[config.mk]
export PLATFORM = sky130hd
export DESIGN_NAME = core_redirect_ctrl
export DESIGN_NICKNAME = d
export VERILOG_FILES = /design/src/rtl/core_redirect_ctrl_pkg.sv /design/src/rtl/core_redirect_ctrl_prio.sv /design/src/rtl/core_redirect_ctrl.sv
export SDC_FILE = /design/constraint.sdc
export NUM_CORES = 1
export LEC_CHECK = 0
export CORE_MARGIN = 10
export CORE_UTILIZATION = 35
export DETAILED_ROUTE_END_ITERATION = 6
export PLACE_DENSITY = 0.76
export SLEW_MARGIN = 20
export SYNTH_ARGS = -nofsm -noshare
export SYNTH_HDL_FRONTEND = slang
export SYNTH_SLANG_ARGS = --single-unit
[constraint.sdc]
create_clock -name clk -period 2.1 [get_ports clk]
set_input_delay 0.21 -clock clk [delete_from_list [all_inputs] [get_ports clk]]
set_output_delay 0.21 -clock clk [all_outputs]
set_load 0.03 [all_outputs]
[src/rtl/core_redirect_ctrl_pkg.sv]
// structures: shared types for the fetch redirect controller.
//   redirect_src_t : source of the PC presented to fetch, ordered by priority
//                    (a larger encoding wins over a smaller one).
//   redir_state_t  : controller FSM states.
//   src_flushes_id : redirect sources that also squash the ID/EX register.
package structures;

  typedef enum logic [2:0] {
    SRC_SEQ     = 3'd0,
    SRC_BOOT    = 3'd1,
    SRC_JUMP    = 3'd2,
    SRC_BRANCH  = 3'd3,
    SRC_ERET    = 3'd4,
    SRC_HANDLER = 3'd5
  } redirect_src_t;

  typedef enum logic [1:0] {
    ST_BOOT = 2'd0,
    ST_RUN  = 2'd1,
    ST_HOLD = 2'd2
  } redir_state_t;

  // A jump resolves in ID, so the instruction in ID/EX is still on-path;
  // every later-resolved redirect must also kill ID/EX.
  function automatic logic src_flushes_id(input redirect_src_t s);
    return (s == SRC_BRANCH) || (s == SRC_ERET) || (s == SRC_HANDLER);
  endfunction

endpackage

[src/rtl/core_redirect_ctrl_prio.sv]
// redirect_prio: purely combinational fixed-priority redirect selector.
//   handler > eret > ex branch > id jump > sequential (pc4).
// Ports:
//   take_handler/handler_addr, eret/epc, ex_branch_taken/ex_branch_target,
//   id_jump/id_jump_target : requests and their targets
//   pc4                    : fallback sequential PC
//   sel_target/sel_src     : winning target and its source
//   sel_valid              : a non-sequential request won
module redirect_prio
  import structures::*;
(
  input  logic          take_handler,
  input  logic [63:0]   handler_addr,
  input  logic          eret,
  input  logic [63:0]   epc,
  input  logic          ex_branch_taken,
  input  logic [63:0]   ex_branch_target,
  input  logic          id_jump,
  input  logic [63:0]   id_jump_target,
  input  logic [63:0]   pc4,
  output logic [63:0]   sel_target,
  output redirect_src_t sel_src,
  output logic          sel_valid
);

  always_comb begin
    sel_target = pc4;
    sel_src    = SRC_SEQ;
    sel_valid  = 1'b0;
    if (take_handler) begin
      sel_target = handler_addr;
      sel_src    = SRC_HANDLER;
      sel_valid  = 1'b1;
    end else if (eret) begin
      sel_target = epc;
      sel_src    = SRC_ERET;
      sel_valid  = 1'b1;
    end else if (ex_branch_taken) begin
      sel_target = ex_branch_target;
      sel_src    = SRC_BRANCH;
      sel_valid  = 1'b1;
    end else if (id_jump) begin
      sel_target = id_jump_target;
      sel_src    = SRC_JUMP;
      sel_valid  = 1'b1;
    end
  end

endmodule

[src/rtl/core_redirect_ctrl.sv]
// core_redirect_ctrl: chooses the PC presented to fetch and the pipeline
// squash signals. A redirect that fetch cannot take this cycle is parked in
// pending registers (HOLD) until fetch_ready; a strictly higher-priority
// request arriving in HOLD replaces the parked one.
// Optional macro CORE_REDIRECT_PERF_EN adds redirect_count / hold_cycles.
// Ports:
//   clk, rst_n (async, active low)
//   take_handler/handler_addr, eret/epc, ex_branch_taken/ex_branch_target,
//   id_jump/id_jump_target, pc4, fetch_ready : inputs
//   next_pc, flush_if, flush_id, redirect_src, busy : outputs
//   redirect_count, hold_cycles : perf outputs (CORE_REDIRECT_PERF_EN only)
module core_redirect_ctrl
  import structures::*;
#(
  parameter logic [63:0] RESET_PC = 64'h0
) (
  input  logic          clk,
  input  logic          rst_n,
  input  logic          take_handler,
  input  logic [63:0]   handler_addr,
  input  logic          eret,
  input  logic [63:0]   epc,
  input  logic          ex_branch_taken,
  input  logic [63:0]   ex_branch_target,
  input  logic          id_jump,
  input  logic [63:0]   id_jump_target,
  input  logic [63:0]   pc4,
  input  logic          fetch_ready,
  output logic [63:0]   next_pc,
  output logic          flush_if,
  output logic          flush_id,
  output redirect_src_t redirect_src,
`ifdef CORE_REDIRECT_PERF_EN
  output logic [31:0]   redirect_count,
  output logic [31:0]   hold_cycles,
`endif
  output logic          busy
);

  redir_state_t  state, state_nxt;
  logic [63:0]   pend_tgt, pend_tgt_nxt;
  redirect_src_t pend_src, pend_src_nxt;

  logic [63:0]   sel_target;
  redirect_src_t sel_src;
  logic          sel_valid;

  redirect_prio u_prio (
    .take_handler     (take_handler),
    .handler_addr     (handler_addr),
    .eret             (eret),
    .epc              (epc),
    .ex_branch_taken  (ex_branch_taken),
    .ex_branch_target (ex_branch_target),
    .id_jump          (id_jump),
    .id_jump_target   (id_jump_target),
    .pc4              (pc4),
    .sel_target       (sel_target),
    .sel_src          (sel_src),
    .sel_valid        (sel_valid)
  );

  always_ff @(posedge clk or negedge rst_n) begin
    if (!rst_n) begin
      state    <= ST_BOOT;
      pend_tgt <= 64'h0;
      pend_src <= SRC_SEQ;
    end else begin
      state    <= state_nxt;
      pend_tgt <= pend_tgt_nxt;
      pend_src <= pend_src_nxt;
    end
  end

  always_comb begin
    state_nxt    = state;
    pend_tgt_nxt = pend_tgt;
    pend_src_nxt = pend_src;
    next_pc      = pc4;
    redirect_src = SRC_SEQ;
    flush_if     = 1'b0;
    flush_id     = 1'b0;
    case (state)
      ST_BOOT: begin
        // Requests are ignored while the reset vector is being fetched.
        next_pc      = RESET_PC;
        redirect_src = SRC_BOOT;
        state_nxt    = ST_RUN;
      end
      ST_RUN: begin
        next_pc      = sel_target;
        redirect_src = sel_src;
        if (sel_valid) begin
          flush_if = 1'b1;
          flush_id = src_flushes_id(sel_src);
          if (!fetch_ready) begin
            pend_tgt_nxt = sel_target;
            pend_src_nxt = sel_src;
            state_nxt    = ST_HOLD;
          end
        end
      end
      ST_HOLD: begin
        // Pending source is always >= SRC_JUMP, so enum order is priority.
        if (sel_valid && (sel_src > pend_src)) begin
          pend_tgt_nxt = sel_target;
          pend_src_nxt = sel_src;
        end
        next_pc      = pend_tgt_nxt;
        redirect_src = pend_src_nxt;
        flush_if     = 1'b1;
        flush_id     = src_flushes_id(pend_src_nxt);
        if (fetch_ready) state_nxt = ST_RUN;
      end
      default: state_nxt = ST_BOOT;
    endcase
  end

  assign busy = (state == ST_HOLD);

`ifdef CORE_REDIRECT_PERF_EN
  logic redirect_accepted;
  assign redirect_accepted = fetch_ready &&
                             (((state == ST_RUN) && sel_valid) || (state == ST_HOLD));

  always_ff @(posedge clk or negedge rst_n) begin
    if (!rst_n) begin
      redirect_count <= 32'd0;
      hold_cycles    <= 32'd0;
    end else begin
      if (redirect_accepted) redirect_count <= redirect_count + 32'd1;
      if (state == ST_HOLD)  hold_cycles    <= hold_cycles + 32'd1;
    end
  end
`endif

endmodule
==> results.md, run 1 <==
- The most common flop cell mapped by yosys is dfrtp_1.
- The count of warnings emitted by yosys is 0.
- The number of buffers and inverters on the critical path is 5.
- The total area inside the core boundary comes to 18,000 um2.
- At the end of the flow, the number of nets in the layout was 1,656.
- At the worst endpoint, the required time is 1.89 ns.
- STA classifies the critical path startpoint as a flip-flop.
- When the netlist entered floorplanning its net count stood at 1,200.
- Data on the critical path arrives at its endpoint at 2.41 ns.
- The origin of the worst setup path is pend_src[2].
- The static power due to leakage is 5.46 nW.
- Global routing used 25.7% of the available tracks across all layers.
- The die covers 24,200 um2.
- The synthesized netlist occupies a cell area of 6420 um2.
- Once placement finished, the instance area stood at 11,900 um2.
- The number of maximum-capacitance violations is 0.
- The via count is 8,753.
- The endpoint type of the worst setup path is an output pin.
- The relative slew slack is 25.6%.
- The worst hold path belongs to the class in2async.
- Setup repair after global routing could not meet its margin everywhere.
- In this design, the stage delay of the slowest critical-path cell is 0.38 ns.
- Power spread over the standard cell area amounts to 1330 nW/um2.
- The tightest hold path in the finished design has a slack of 0.372 ns.
- The proportion of synthesized chip area in sequential cells is 26.9%.
- The least setup slack across all paths after layout is -0.521 ns.
- The layout has 1,341 filler cells.
- The number of H-tree levels is 3.
- 397 I/O pins were placed.
- The share of flip-flops with an asynchronous set or reset after synthesis is 100%.
- Clock skew on the completed layout was measured at 0.0136 ns.
- The first global-routing pass estimated 49,900 um of wire.
- The final reports fail on setup timing.
- The number of sinks on the clock net is 69.
- The cell sitting at the root of the clock tree is a clkbuf_16.
- The via count normalized by instance count is 5.61.
- For met1 alone, demand over resource in global routing was 27.4%.
- The final critical path takes up 125% of the cycle.
- The floorplan die height is 155 um.
- The number of antenna violations at the first check in global routing was 3.
- The signal on the critical path passes through inv_2 -> ha_4 -> nand3b_1 -> a21oi_4 -> buf_6 -> and2_4 -> buf_12 -> clkbuf_16 -> o21ai_4 -> o21ai_4 -> buf_6.
- After routing the design area is 13,400 um2.
- The number of global-route vias before repair is 8,888.
- The number of port buffers is 396.
- For this configuration, the core starts out at a cell density of 35.6%.
- The number of clock buffers added by TritonCTS is 9.
- The type of the worst setup path is reg2out.
- The total of flip-flops plus latches after synthesis is 69.
- In the global route stage, met2 resource usage came out at 46.3%.
- The cell family contributing the most delay on the critical path is buffers and inverters.
- The number of placement rows is 49.
- The largest fanout on the critical path is 6.
- The startpoint of the worst-slack reg-to-reg timing path is pend_src[2].
- The pin slew with the least headroom to its limit is 1.11 ns.
- For this run the aggregate overflow at the end of global routing stands at 0.
- The final layout contains routed wiring with a total length of 34,600 um.
- The flow ran to the end, but the final reports show violations.
- The layer flagged by global routing as most heavily used is met2.
- Yosys mapped the design onto 41 distinct sky130hd cell types.
- For met3 alone, demand over resource in global routing was 7.94%.
- The clock tree buffer depth is 2.
- In this run, the number of DRC markers left after iteration 0 of detailed routing was 605.
- The post-synthesis to final-layout area growth is 109%.
- Setup violations remaining at the end of the flow were counted as 129.
- The width of the chip is 155 um.
- Routability-driven placement finished with a final weighted congestion of 0.921.
- The first detailed-routing pass ran for 7 iterations.
- For the finished layout, the period the worst path requires is 2.62 ns.
- The library cell contributing the largest single delay on the critical path is dfrtp_1.
- The post-synthesis instance total is 866.
- IR analysis of the VDD net gives a maximum drop of 0.630 mV.
- In the routed design, unresolved DRC markers number 0.
- The detailed placement HPWL is 25,000 um.
- The number of pins with negative max-slew slack in the final report is 0.
- The synthesized design contains 0 enable-type register cells.
- The peak clock frequency supported by timing is 382 MHz.
- The library cell used most frequently in the layout, excluding fill and tap cells, is clkdlybuf4s50_1.
- In the final layout, the share of cells above drive strength 1 is 30.7%.
- The count of final hold-check violations is 0.
- In this run the mean area of a mapped cell was 7.41 um2.
- After detailed routing, the average wire length per cell comes to 22.2 um.
- TritonCTS built the clock tree.
- The detail route stage leaves a number of antenna-violating nets equal to 0.
- Clock latency on the worst-skew pair, taken at its later pin, is 0.34 ns.
- The clock-pin slew on the worst setup and hold paths is 0.06 ns.
- Entering global routing, the biggest net connects 99 pins.
- In the layout the commonest cells are 321 x clkdlybuf4s50_1, 163 x nand2_1, 93 x buf_4.
[per-layer routing]
layer	vias to the layer above	wire length, um
met2	430	17600
li1	4121	-
met5	-	0
met1	4127	12900
met3	75	3040
met4	0	1140
[power by group]
group	total, mW	switching, mW	leakage (nW)	internal (mW)
combinational	13.5	7.06	4.43	6.44
sequential	2.52	0.530	0.858	1.99
clock	1.82	0.623	0.170	1.20
total	17.8	8.21	5.46	9.63
[area by class of cell]
type,instances,area (um2),area share (%)
repair buffers,526,5550,41.3
multi-input cells,706,5470,40.7
flip-flops and latches,69,1730,12.9
well taps,229,287,2.13
clock buffers,11,243,1.81
clock inverters,5,108,0.801
inverters,10,40.0,0.298
diodes,3,7.51,0.0559
[cells in the mapped netlist, drive strengths merged (3+ instances only)]
master | n | area share [%]
nor2 | 12 | 0.74
nor2b | 30 | 2.9
nand2b | 4 | 0.39
a211oi | 3 | 0.35
clkbuf | 29 | 1.8
dfrtp | 69 | 27
o21ai | 196 | 15
and2 | 30 | 3.0
a222oi | 28 | 4.4
o22ai | 38 | 3.7
a2bb2oi | 28 | 3.8
ha | 7 | 1.4
a21oi | 35 | 3.0
nand3 | 4 | 0.31
a22oi | 36 | 4.2
nand2 | 175 | 10
inv | 10 | 0.58
mux2i | 64 | 10
buf | 53 | 5.3
[logic make-up after synthesis]
kind of cell	synth area share, %
adders and majority gates	1.36
buffers and inverters	7.62
DFF	26.9
muxes	9.98
AOI/OAI and AO/OA	36.0
and+or+nand+nor	18.2
[state kept, by name (all words and copies together) (netlist names)]
name      flops
pend_tgt     64
pend_src      3
state         2
[metrics by stage]
stage | cells | TNS (ns) | setup slack (ns) | util, % | power [mW]
floorplan | 866 | -7.66 | -0.183 | - | 9.17
global placement | 1518 | -66.19 | -0.773 | 66.3 | 12.7
detailed placement | 1518 | -71.82 | -0.812 | 66.3 | 12.9
CTS | 1545 | -27.17 | -0.458 | 72.0 | 16.3
global route | 1559 | -48.85 | -0.621 | 74.5 | 18.7
finish | 1559 | -36.57 | -0.521 | 74.5 | 17.8
[worst paths after layout]
kind / to / cells past startpoint / slack [ns]
setup reg to reg: pend_tgt[48] / 13 / -0.18
max in group asynchronous: pend_tgt[21] / 3 / 1.13
setup / recovery: next_pc[3] / 11 / -0.52
min in group clk: pend_src[1] / 5 / 0.40
hold reg to reg: pend_tgt[62] / 2 / 0.48
hold / removal: pend_tgt[36] / 2 / 0.37
[repair_timing]
action	in CTS	in global routing
setup buffers	5	5
endpoints found under the setup margin	136	78
endpoints found under the hold margin	31	0
hold buffers	1	0
pin swaps	21	35
gates resized for setup	140	104
cloned	6	6
Note: power is estimated with default switching activity, not from simulation.
==> inputs of run 2 (changes only) <==
CORE_AREA = 10 10 145 147   (was not set)
CORE_MARGIN = not set   (was 10)
CORE_UTILIZATION = not set   (was 35)
DIE_AREA = 0 0 155 157   (was not set)
clock period = 2.8 ns   (was 2.1 ns; I/O delays follow)
==> run 2 against run 1 <==
The run ends with DRC left. Flip-flop and latch count unchanged. First-iteration DRC count decreased by 0.50%. Power decreased by 45%. Critical path depth increased by 1. Global-route usage decreased by 2.2 points. Routed wire length decreased by 10%. Worst setup slack improved by 0.64 ns. Count of clock-buffer cells in the layout decreased by 2. Clock power decreased by 26%. Cell area decreased by 16%. Die area increased by 0.76%. Final cell count decreased by 3.7%. Critical path type is now in2out.
==> results.md, run 2 (synthesized netlist as in run 1, its figures left out) <==
- Detailed placement ended at an HPWL of 23,600 um.
- The startpoint of the worst-slack reg-to-reg timing path is pend_src[1].
- The most frequent standard cell in the layout excluding fill and tap cells is clkdlybuf4s50_1.
- The core area is 18,300 um2.
- Once the floorplan was initialized, standard cells occupied 35.0% of the core.
- Summed over all nets, the switching power comes to 4.63 mW.
- At the pin with the least slew margin, the transition time is 0.932 ns.
- The internal reg-to-reg setup slack is 0.60 ns.
- The total routing resource utilization after global routing is 23.5%.
- The endpoint type of the worst setup path is an output pin.
- The peak clock frequency supported by timing is 373 MHz.
- The number of nets with antenna violations after routing is 0.
- In this run the power density over the cells is 878 nW/um2.
- The number of cells on the worst reg-to-reg path is 9.
- The final reports fail on DRC.
- The worst path needs 2.68 ns of the cycle, external delays included.
- The floorplan step set the die height to 157 um.
- The final net count is 1,594.
- The largest registers in the layout are pend_tgt (64), pend_src (3), state (2).
- The share of the cycle needed by the critical path after routing is 95.8%.
- More flip-flops sit in one register than any other, and that register is pend_tgt.
- The number of placement rows is 50.
- The DRC marker count from the first detailed-route iteration is 602.
- After detailed placement, the design holds a cell count of 1,476.
- Dividing the detail-routed wire length by the instance count gives 20.7 um.
- After detailed routing, the number of vias per cell comes to 5.51.
- Clock tree synthesis selected as its root buffer the cell clkbuf_16.
- Registers take 1730 um2.
- By startpoint and endpoint, the worst setup path is classified as in2out.
- The kind of launch point of the worst setup path is an input pin.
- The clock tree buffer depth is 2.
- Cells with a size suffix above 1 make up 14.5% of the layout.
- Entering global routing, the biggest net connects 70 pins.
- In this run, the clock network consumes 13.6% of the power.
- The number of remaining DRC errors is 2.
- In the layout the commonest cells are 322 x clkdlybuf4s50_1, 175 x nand2_1, 132 x o21ai_0.
- The clock network latency to the later pin of the worst-skew pair is 0.34 ns.
- The worst path arrival time is 2.40 ns.
- Wires add up to 31,100 um.
- The count of final hold-check violations is 0.
- The number of iterations in the first detailed-routing pass is 7.
- In the final layout, the multi-input gates occupy 4310 um2.
- TritonCTS built the clock tree.
- The routed layout has 8,265 vias.
- The endpoint identified for the worst register-to-register timing path is pend_src[2].
- The run finished, with violations left.
- The routability congestion estimate is 0.922.
- The number of maximum-capacitance violations is 0.
- In this run the cell area measured after placement is 10,700 um2.
- The number of antenna violations at the first check in global routing is 1.
- The peak supply drop is 0.636 mV.
- The worst-case clock skew is 0.0107 ns.
- The total clock buffers created by CTS is 9.
- The filler cells instantiated in the layout total 1,669.
- Port buffering added 396 buffers.
- The first global-routing pass estimated 46,000 um of wire.
- Total power for the finished layout comes to 9.87 mW.
- In this run the horizontal extent of the chip is 155 um.
- The classification of the worst-slack hold path is in2async.
- Setup violations remaining at the end of the flow were counted as 0.
- Net switching is 46.9% of the power.
- The number of H-tree levels is 3.
- Internal power comes to 5.24 mW.
- The number of I/O pins is 397.
- In this run the tightest slew margin relative to its limit is 37.8%.
- The area enclosed by the die boundary is 24,300 um2.
- The post-route non-filler standard cell count is 1,501.
- The area growth from synthesis to layout is 75.2%.
- Sequential cells account for 17.6% of the total power.
- At the worst endpoint, the required time is 2.52 ns.
- The register with the most flip-flops in the layout has 64 of them.
- Summing all non-filler instances in the final layout gives an area of 11,200 um2.
- After global routing the overflow that remains totals 0.
- The number of global-route vias before repair is 8,138.
- The static power due to leakage is 4.71 nW.
- In this run the worst path has a maximum fanout of 18.
- After clock tree synthesis, the clock-pin slew on the worst setup and hold paths is 0.07 ns.
- The fraction of power consumed by combinational cells is 68.8%.
- The number of pins with negative max-slew slack in the final report is 0.
- The number of sinks on the clock net is 69.
run 2: worst max-delay path, stage by stage:
cell and delay (ns):
dlygate4sd2_1 0.27, nand2b_4 0.15, nand2b_1 0.08, inv_1 0.06
ha_1 0.28, and3_4 0.19, a21oi_4 0.18, and2_4 0.30
buf_12 0.17, o21ai_0 0.08, o21ai_1 0.17, buf_4 0.19
run 2: per-stage QoR:
| stage | setup WS (ns) | hold slack, ns | TNS (ns) | util, % |
|---|---|---|---|---|
| 2_1_floorplan | -0.180 | -0.0156 | -2.80 | - |
| 3_3_place_gp | -0.271 | 0.457 | -10.06 | 58.4 |
| 3_5_place_dp | -0.282 | 0.466 | -11.55 | 58.4 |
| 4_1_cts | 0.0374 | 0.116 | 0 | 60.5 |
| 5_1_grt | -0.0201 | 0.138 | -0.0642 | 61.3 |
| 6_report | 0.117 | 0.0534 | 0 | 61.3 |
run 2: power by group through the flow:
stage	sequential (mW)	combinational (mW)	clock (mW)
after global placement	1.72	6.46	0
final	1.74	6.79	1.34
after detailed placement	1.74	6.55	0
after CTS	1.73	6.62	1.37
after floorplan	1.68	3.91	0
after global routing	1.79	7.32	1.41
run 2: layout make-up:
class                      instances  area share (%)
multi-input combinational        705            38.4
tap                              234            2.60
clock inverter                     7            1.09
timing repair buffer             465            40.2
inverter                          10           0.334
sequential                        69            15.4
clock buffer                       9            2.00
antenna                            2          0.0445
run 2: repair_timing:
| item | 4_1_cts | 5_1_grt |
|---|---|---|
| endpoints found under the hold margin | 0 | 0 |
| hold buffers | 0 | 0 |
| cloned | 0 | 1 |
| setup endpoints to repair | 67 | 52 |
| setup buffers | 3 | 4 |
| pin swaps | 2 | 5 |
| resized for setup | 6 | 29 |
run 2: worst max-delay path by stage:
stage	start	slack (ns)	cells past startpoint	to
2_1_floorplan	take_handler	-0.18	12	next_pc[25]
5_1_grt	eret	-0.02	12	next_pc[55]
3_5_place_dp	eret	-0.28	12	next_pc[25]
4_1_cts	eret	0.04	13	next_pc[56]
6_report	eret	0.12	12	next_pc[9]
3_3_place_gp	eret	-0.27	12	next_pc[25]
run 2: metal layers:
metal	routed length, um	up-vias	track usage [%]
met2	16000	329	41.3
li1	-	3978	-
met3	2120	37	5.16
met4	558	0	6.70
met5	0	-	0
met1	12500	3921	28.0
==> inputs of run 3 (changes only) <==
--- a/config.mk
+++ b/config.mk
@@ -6,4 +6,5 @@
 export NUM_CORES = 1
 export LEC_CHECK = 0
+export CAP_MARGIN = 20
 export CORE_AREA = 10 10 145 147
 export DETAILED_ROUTE_END_ITERATION = 6
==> constraint.sdc (replaced) <==
create_clock -name clk -period 2.8 [get_ports clk]
set_input_delay 0.56 -clock clk [delete_from_list [all_inputs] [get_ports clk]]
set_output_delay 0.56 -clock clk [all_outputs]
set_load 0.03 [all_outputs]
==> run 3 against run 2 <==
The run ends with DRC, setup timing left. First-iteration DRC count up 27%. Register-to-register slack worse by 0.46 ns. Clock skew fell by 0.0040 ns. Power increased by 34%. Critical path type unchanged. Critical endpoint is now next_pc[30]. Highest routed layer unchanged.
==> results.md, run 3 (synthesized netlist as in run 1, its figures left out) <==
- The run finished, with violations left.
- The checks that failed: DRC, setup timing.
- The worst pin sits at a relative slew slack of 35.4%.
- The most frequent standard cell in the layout excluding fill and tap cells is clkdlybuf4s50_1.
- In this run the tool buffered the top-level ports with 396 buffer cells.
- The cell family contributing the most delay on the critical path is buffers and inverters.
- Dividing the detail-routed wire length by the instance count gives 22.6 um.
- Relative to the synthesized area, the layout overhead comes to 112%.
- The peak clock frequency supported by timing is 324 MHz.
- The count of nets left with antenna violations once routing finished came out at 0.
- The number of global-route vias before repair came to 9,278.
- The worst-case clock skew is 0.00674 ns.
- The flip-flop count of the largest register after layout is 64.
- Summed over all nets, the half-perimeter wirelength after detailed placement is 25,400 um.
- The count of final hold-check violations is 0.
- Hold repair after CTS inserted 0 buffers.
- The largest registers in the layout are pend_tgt (64), pend_src (3), state (2).
- The critical path goes through buf_8 -> buf_6 -> nand2b_4 -> inv_4 -> ha_4 -> and3_4 -> a21oi_4 -> buf_12 -> buf_6 -> a21oi_4 -> buf_6 -> buf_12 -> a22oi_2 -> o21ai_4 -> buf_12.
- The clock passes through at most 2 buffers.
- The worst path arrival time is 2.53 ns.
- The endpoint type of the worst setup path is an output pin.
- In the finished design, the share of the clock period the worst path needs comes to 110%.
- For the finished layout, the period the worst path requires is 3.09 ns.
- Entering global routing, the biggest net connects 70 pins.
- The via count normalized by instance count is 5.66.
- Global routing consumed, on the met3 layer, 7.86% of the routing resources.
- More flip-flops sit in one register than any other, and that register is pend_tgt.
- In the layout the commonest cells are 322 x clkdlybuf4s50_1, 174 x nand2_1, 97 x buf_4.
- The residual overflow from global routing is 0.
- The static power due to leakage is 5.49 nW.
- Counting the fill cells in the layout gives 1,333.
- The share of final-layout standard cells stronger than drive strength 1 is 32.0%.
- The starting utilization of the core area is 35.0%.
- The layer with the highest usage is met2.
- Setup repair after global routing could not meet its margin everywhere.
- The library cell contributing the largest single delay on the critical path is ha_4.
- The number of placement rows is 50.
- Clock-pin slew was measured on the worst setup and hold paths at 0.06 ns.
- For the worst-skew pair, the clock arrives at the later sink with an insertion delay of 0.34 ns.
- Across the VDD grid, the largest voltage drop is 0.667 mV.
- The total routing resource utilization after global routing is 26.8%.
- The root buffer selected by CTS is clkbuf_16.
- The least setup slack across all paths after layout is -0.287 ns.
- In this run, the number of DRC markers left after iteration 0 of detailed routing was 766.
- The routability congestion estimate is 0.882.
- The post-detailed-routing wire length is 35,500 um.
- The first-pass GRT wire length is 52,000 um.
- The buffering stage count on the worst path with inverters included is 8.
- The pre-antenna-repair detailed-routing pass consisted of 7 iterations.
- Buffers inserted during clock tree synthesis total 9.
- At the pin with the least slew margin, the transition time is 0.969 ns.
- The required time of the worst setup path is 2.24 ns.
- The die is 155 um wide.
- The met1 track demand over resource is 28.7%.
- The number of antenna violations at the first check in global routing is 2.
- The area enclosed by the die boundary is 24,300 um2.
- In this run the worst path has a maximum fanout of 5.
- The clock net in this run drives a total of 69 sinks.
- For this run, design rule violations remaining after detail routing come to 10.
- Setup violations remaining at the end of the flow were counted as 68.
- The number of maximum-capacitance violations is 0.
- The final route contains 8,890 vias.
- The worst setup path is launched from an input pin.
- The largest single stage delay on the critical path is 0.19 ns.
- The core area is 18,300 um2.
- Dividing total power by cell area gives a power density of 976 nW/um2.
- In this run the count of I/O pins placed on the die edge is 397.
- The final layout contains 1,664 nets.
- The floorplan die height is 157 um.
- The number of H-tree levels is 3.
- The tightest min-delay check is of the in2async type.
- The worst setup slack after placement is -0.718 ns.
- Measured on the finished design, the core utilization comes to 74.2%.
- TritonCTS built the clock tree.
- The type of the worst setup path is in2out.
- The met2 global-route usage is 49.1%.
- The number of pins with negative max-slew slack in the final report came to 0.
[run 3: changes by cell type in the layout (fill, tap and decap cells not counted), moves of 8 or more]
| cell | previous run | this run |
|---|---|---|
| a22oi_1 | 36 | 1 |
| a22oi_2 | 0 | 35 |
| and2_1 | 28 | 2 |
| and2_4 | 2 | 28 |
| buf_12 | 14 | 26 |
| buf_16 | 0 | 8 |
| buf_4 | 118 | 97 |
| buf_6 | 8 | 77 |
| o21ai_0 | 132 | 83 |
| o21ai_1 | 59 | 19 |
| o21ai_2 | 5 | 22 |
| o21ai_4 | 0 | 72 |
[run 3: layout make-up]
type / instances / area, um2 / area share, %
multi-input cells: 705 / 5580 / 41.1
inverters: 10 / 42.5 / 0.313
flip-flops and latches: 69 / 1730 / 12.7
clock buffers: 9 / 225 / 1.66
well taps: 234 / 293 / 2.15
repair buffers: 535 / 5640 / 41.5
diodes: 2 / 5.00 / 0.0368
clock inverters: 7 / 75.1 / 0.552
[run 3: worst paths after layout]
check | from | endpoint | slack (ns) | depth (start not counted)
worst max-delay path | take_handler | next_pc[30] | -0.29 | 15
worst min-delay path | rst_n | pend_tgt[47] | 0.37 | 1
worst max register to register | pend_src[2] | pend_tgt[49] | 0.14 | 13
worst min register to register | pend_tgt[47] | pend_tgt[47] | 0.50 | 2
max in group asynchronous | rst_n | pend_tgt[25] | 1.79 | 1
min in group clk | pend_tgt[47] | pend_tgt[47] | 0.50 | 2
[run 3: through the flow]
stage | cells | TNS (ns) | power [mW] | hold slack (ns) | cell area, um2
4_1_cts | 1564 | -9.70 | 13.0 | 0.410 | 13400
5_1_grt | 1571 | -16.85 | 13.9 | 0.433 | 13600
2_1_floorplan | 866 | -7.87 | 6.86 | 0.264 | 7310
3_3_place_gp | 1520 | -42.48 | 9.69 | 0.458 | 12000
6_report | 1571 | -12.76 | 13.3 | 0.366 | 13600
3_5_place_dp | 1520 | -49.12 | 9.85 | 0.466 | 12000
[run 3: routing by layer]
metal  wire (um)  vias up
li1            -     4137
met1       13100     4276
met2       18500      415
met3        2970       62
met4         998        0
met5           0        -
[run 3: timing repair]
item | 4_1_cts | 5_1_grt
buffers inserted | 21 | 10
gates cloned | 9 | 1
pin swaps | 79 | 39
gates resized for setup | 218 | 39
endpoints found under the setup margin | 69 | 68
[run 3: power breakdown]
group | switching (mW) | internal [mW]
sequential | 0.421 | 1.49
combinational | 5.32 | 4.86
clock | 0.491 | 0.693
